`config.mk`:
```
export PLATFORM = sky130hd
export DESIGN_NAME = rf_write_sched
export DESIGN_NICKNAME = d
export VERILOG_FILES = /design/src/rtl/rf_write_sched.sv
export SDC_FILE = /design/constraint.sdc
export NUM_CORES = 1
export LEC_CHECK = 0
export ABC_CLOCK_PERIOD_IN_PS = 4500
export CAP_MARGIN = 20
export CELL_PAD_IN_SITES_DETAIL_PLACEMENT = 2
export CELL_PAD_IN_SITES_GLOBAL_PLACEMENT = 2
export CORE_UTILIZATION = 24
export CTS_BUF_LIST = sky130_fd_sc_hd__clkbuf_16
export DETAILED_ROUTE_END_ITERATION = 16
export GPL_TIMING_DRIVEN = 0
export HOLD_SLACK_MARGIN = 0.03
export PLACE_DENSITY = 0.81
export SLEW_MARGIN = 20
export SYNTH_ARGS = -nofsm -noshare
export SYNTH_HDL_FRONTEND = slang
export SYNTH_SLANG_ARGS = --single-unit
```
`constraint.sdc`:
```
create_clock -name i_clk -period 4.5 [get_ports i_clk]
set_clock_uncertainty 0.15 [all_clocks]
set_input_delay 0.45 -clock i_clk [delete_from_list [all_inputs] [get_ports i_clk]]
set_output_delay 0.45 -clock i_clk [all_outputs]
set_load 0.01 [all_outputs]
```
`src/rtl/rf_write_sched.sv`:
```
// Y86-64 register-file write-port scheduler: serialises write-back updates
// and debug writes onto one registered write port.
module rf_write_sched #(
    parameter int STARVE_LIM = 4
) (
    input  logic        i_clk,
    input  logic        i_rst,
    input  logic        i_wb_valid,
    output logic        o_wb_ready,
    input  logic [3:0]  i_icode,
    input  logic        i_cnd,
    input  logic [3:0]  i_ra,
    input  logic [3:0]  i_rb,
    input  logic [63:0] i_vale,
    input  logic [63:0] i_valm,
    input  logic        i_dbg_req,
    input  logic [3:0]  i_dbg_addr,
    input  logic [63:0] i_dbg_data,
    output logic        o_dbg_gnt,
    output logic        o_we,
    output logic [3:0]  o_waddr,
    output logic [63:0] o_wdata,
    output logic        o_busy
);

    typedef enum logic {S_IDLE, S_WR2} state_t;

    localparam logic [2:0] LIM   = 3'(STARVE_LIM);
    localparam logic [3:0] RNONE = 4'hF;
    localparam logic [3:0] RRSP  = 4'h4;

    state_t      r_state;
    logic [2:0]  r_starve;
    logic [3:0]  r_pend_addr;
    logic [63:0] r_pend_data;

    logic        w_idle;
    logic        w_force;
    logic        w_acc;
    logic        w_wr_en;
    logic [3:0]  w_wr_addr;
    logic [63:0] w_wr_data;
    logic        w_pop;

    assign w_idle     = (r_state == S_IDLE);
    assign w_force    = (r_starve >= LIM);
    assign o_wb_ready = !i_rst && w_idle && !w_force;
    assign o_dbg_gnt  = !i_rst && w_idle && i_dbg_req && (!i_wb_valid || w_force);
    assign w_acc      = i_wb_valid && o_wb_ready;
    assign o_busy     = (r_state == S_WR2);

    always_comb begin
        w_wr_en   = 1'b0;
        w_wr_addr = i_rb;
        w_wr_data = i_vale;
        w_pop     = 1'b0;
        case (i_icode)
            4'h2: w_wr_en = i_cnd;
            4'h3, 4'h6: w_wr_en = 1'b1;
            4'h5: begin
                w_wr_en   = 1'b1;
                w_wr_addr = i_ra;
                w_wr_data = i_valm;
            end
            4'h8, 4'h9, 4'hA: begin
                w_wr_en   = 1'b1;
                w_wr_addr = RRSP;
            end
            // popq: %rsp first so that a popq %rsp ends with valM
            4'hB: begin
                w_wr_en   = 1'b1;
                w_wr_addr = RRSP;
                w_pop     = (i_ra != RNONE);
            end
            default: ;
        endcase
    end

    always_ff @(posedge i_clk or posedge i_rst) begin
        if (i_rst) begin
            r_state     <= S_IDLE;
            r_starve    <= 3'd0;
            r_pend_addr <= 4'd0;
            r_pend_data <= 64'd0;
            o_we        <= 1'b0;
            o_waddr     <= 4'd0;
            o_wdata     <= 64'd0;
        end else begin
            o_we <= 1'b0;
            case (r_state)
                S_IDLE: begin
                    if (w_acc) begin
                        if (w_wr_en && w_wr_addr != RNONE) begin
                            o_we    <= 1'b1;
                            o_waddr <= w_wr_addr;
                            o_wdata <= w_wr_data;
                        end
                        if (w_pop) begin
                            r_state     <= S_WR2;
                            r_pend_addr <= i_ra;
                            r_pend_data <= i_valm;
                        end
                    end else if (o_dbg_gnt && i_dbg_addr != RNONE) begin
                        o_we    <= 1'b1;
                        o_waddr <= i_dbg_addr;
                        o_wdata <= i_dbg_data;
                    end
                end
                S_WR2: begin
                    o_we    <= 1'b1;
                    o_waddr <= r_pend_addr;
                    o_wdata <= r_pend_data;
                    r_state <= S_IDLE;
                end
                default: r_state <= S_IDLE;
            endcase
            if (o_dbg_gnt || !i_dbg_req)
                r_starve <= 3'd0;
            else if (w_acc && r_starve != 3'd7)
                r_starve <= r_starve + 3'd1;
        end
    end

endmodule

```
==> results.md <==
- Status: completed
- Reg2reg start: o_busy$_DFF_PP0_
- Final setup vio count: 0
- P per Cell Area: 360 mW/mm^2
- EDFF count, synth: 0
- CP Class: input port to register
- Final period utilization: 83.7%
- Initial antenna violation count: 13
- H-tree levels: 4
- Pin count of the biggest net entering global routing: 75
- Hold-fix buffers, CTS: 0
- Number of routed nets with antenna violations: 0
- Post-synth top cells: nand2_1 (332), dfrtp_1 (141), clkbuf_1 (81), nor3_1 (72), nor4_1 (68)
- Synth Cell Area: approximately 0.0086 mm^2
- Synth Area in Adders: 0.291%
- Cell Rows: ~70
- Number of global-route vias before repair: 10800
- P_leak: roughly 4.8 nW
- Worst slack at placement: approximately 0.27 ns
- Minimum clock period: about 3.8 ns
- Slew Limit Fails: 0
- Clock group share of total power: around 33%
- Hold slack: 0.324 ns
- Worst-Margin Slew: approximately 0.96 ns
- Clock Pin Slew Worst Setup and Hold Paths: 0.07 ns
- TritonCTS clock tree: done
- Post-Synth XOR/XNOR Area: 0.102%
- Total track usage: between 20% and 30%
- CTS buffer count: 17
- RSZ-0062 raised after global routing: false
- Yosys top cell by area: dfrtp_1
- Max-cap viol count: 0
- GR Overflow Total: 0
- Clock Latency Late Sink: 0.43 ns
- Data arrival, critical path: between 3 and 4 ns
- Clock sinks: 141
- Hold Crit Class: register to register
- Iter 0 DRT Violations: 355
- Core ar.: between 0.03 and 0.04 mm^2
- First-pass detailed-route iteration total: 4
- Main combinational cell family by area after synthesis: simple AND/OR/NAND/NOR gates
- Hold path startpoint: r_pend_data[27]$_DFFE_PP0P_
- Starting Density: about a quarter
- Clock Tree Root: clkbuf_16
- Count leader, synth: nand2_1
- Max transition margin: approximately 36%
- Mean post-synth cell area: just over 8 um^2
- Crit Path Max Fanout: 10
- Psw: between 0.001 and 0.0015 W
- Sequential power share: 38.1%
- GP Congestion: between 0.7 and 0.8
- Synth Area in Simple Gates: approximately a quarter
- Syn_nets: roughly 1300
- First-pass GRT wire length: between 60000 and 70000 um
- Ports: around 290
- Setup crit start kind: input port
- Tot Pwr: between 0.004 and 0.005 W
- Chip Height: approximately 190 um
- Depth of the worst hold-timing path: 2
- Mux cell area share after synthesis: 7.45%
- Crit end category: register
- Yosys reg bits: 141
- Vias per cell: roughly 5.3
- Main synth FF type: dfrtp_1
- Port buffer count: ~280
- Die Wd: 191 um
- Sequential area share after synthesis: between 40% and 50%
- DRC: 0
- CP Data Required Time: about 4.7 ns
- Postcts setup bufs: 0
- P_int: slightly above 0.003 W
- Post-synth ARST share: 100%
- Final setup TNS: 0 ns
- Largest cells by area after synthesis: dfrtp_1 (41%), nand2_1 (14%), mux2i_1 (7.5%)
- Post-CTS Resized: 0
- Placed Area: between 0.01 and 0.015 mm^2
- Final WS setup: roughly 0.73 ns
- Hold-critical path endpoint: r_pend_data[27]$_DFFE_PP0P_
- Top cell type's share of synthesized area: about two fifths
- Via count: between 9000 and 10000
- Final nets: between 1500 and 2000
- Mean routed wirelength per cell: between 20 and 25 um
- Die ar.: between 0.03 and 0.04 mm^2
- Final hold violations: 0
- Post-DP HPWL: 31200 um
- FF-to-FF setup slack: approximately 0.86 ns
- Routed WL: 41900 um
- R2R Path End: o_wdata[20]$_DFFE_PP0P_
- Synth warn: 0
- F_max: between 200 and 300 MHz
- Count of cell types in the netlist: 47
- Mapped Cells: between 1000 and 1500
- Power share of the combinational group: between 20 and 30%
- Ratio of cells with drive above 1 in the final layout: 4.89%
- Layout overhead on the synthesized area: 47.4%
- Reg2reg path depth: 8
- Max clock buf depth: 2
- Synth Area in Compound Gates: between 15 and 20%
- Switching share of total power: between 30% and 40%
- Design area: approximately 0.013 mm^2
- Peak VDD IR: 0.264 mV
[power by group through the flow]
stage                     clock network, W  registers (W)  logic (W)
after detailed placement                 0        0.00176    0.00134
after global placement                   0        0.00173    0.00129
after floorplan                          0        0.00178   0.000517
after global routing               0.00157        0.00177    0.00144
final                              0.00149        0.00174    0.00133
after CTS                          0.00153        0.00173    0.00135
[per-layer routing]
layer  vias up  track usage (%)  share of wire [%]
met5         -                0               0.13
met4         8             6.78                2.1
met3        55             5.45                5.2
met2       235             39.2                 49
met1      4842             28.2                 43
li1       4518                -                  -
[cells in the final DEF, fill, tap and decap left out, types with 5 or more instances in the layout]
| master | synthesis | final |
|---|---|---|
| clkdlybuf4s50_1 | 0 | 282 |
| nand2_1 | 332 | 332 |
| clkbuf_1 | 81 | 81 |
| clkbuf_16 | 0 | 17 |
| nor3_1 | 72 | 72 |
| clkinv_2 | 0 | 5 |
| diode_2 | 0 | 9 |
| nor2_1 | 7 | 7 |
| dfrtp_1 | 141 | 141 |
| o22ai_1 | 66 | 66 |
| o221ai_1 | 64 | 64 |
| a21oi_1 | 7 | 7 |
| buf_2 | 23 | 23 |
| a211oi_1 | 64 | 64 |
| o21ai_0 | 6 | 6 |
| mux2i_1 | 64 | 64 |
| nor4_1 | 68 | 68 |
| buf_1 | 5 | 5 |
[sequential cells by signal, summed over array words and instances (netlist names)]
register     cells
o_we             1
r_pend_data     64
o_waddr          4
r_pend_addr      4
r_starve         3
o_busy           1
o_wdata         64
[stage by stage]
step | util (%) | cells
after CTS | 36.3 | 1824
after global placement | 34.4 | 1791
final | 36.3 | 1833
after detailed placement | 34.6 | 1793
after floorplan | - | 1054
after global routing | 36.3 | 1828
[how the worst max path moves through the flow]
stage	cells after the start	to	slack, ns	from
floorplan	1	o_busy$_DFF_PP0_	0.12	i_rst
global placement	2	r_pend_data[32]$_DFFE_PP0P_	-2.78	i_rst
detailed placement	8	o_wdata[26]$_DFFE_PP0P_	0.27	i_rst
CTS	8	o_wdata[19]$_DFFE_PP0P_	0.69	i_rst
global route	8	o_wdata[27]$_DFFE_PP0P_	0.46	i_rst
finish	8	o_wdata[20]$_DFFE_PP0P_	0.73	i_rst
[critical path, stage by stage]
cell	delay (ns)
clkdlybuf4s50_1	0.64
nor4b_1	0.55
o21ai_0	0.23
o21ai_1	0.54
clkbuf_1	0.60
clkbuf_1	0.56
o22ai_1	0.16
nor3_1	0.22
[cell families (layout without fill, tap and decap cells)]
logic type / count (synthesis) / after routing
simple gates: 504 / 504
compound gates: 226 / 226
flops: 141 / 141
buf+inv: 116 / 431
mux: 64 / 64
fa+ha+maj: 2 / 2
xor+xnor: 1 / 1
other cells: 0 / 9
[area by class of cell]
cell class,instances,area [um^2]
multi-input cells,797,4610
well taps,455,569
flip-flops and latches,141,3530
fillers,3983,22200
clock buffers,17,425
repair buffers,284,2860
clock inverters,14,165
plain buffers,112,468
inverters,4,22.5
diodes,9,22.5
No activity file was read; power rests on OpenSTA's default activity.
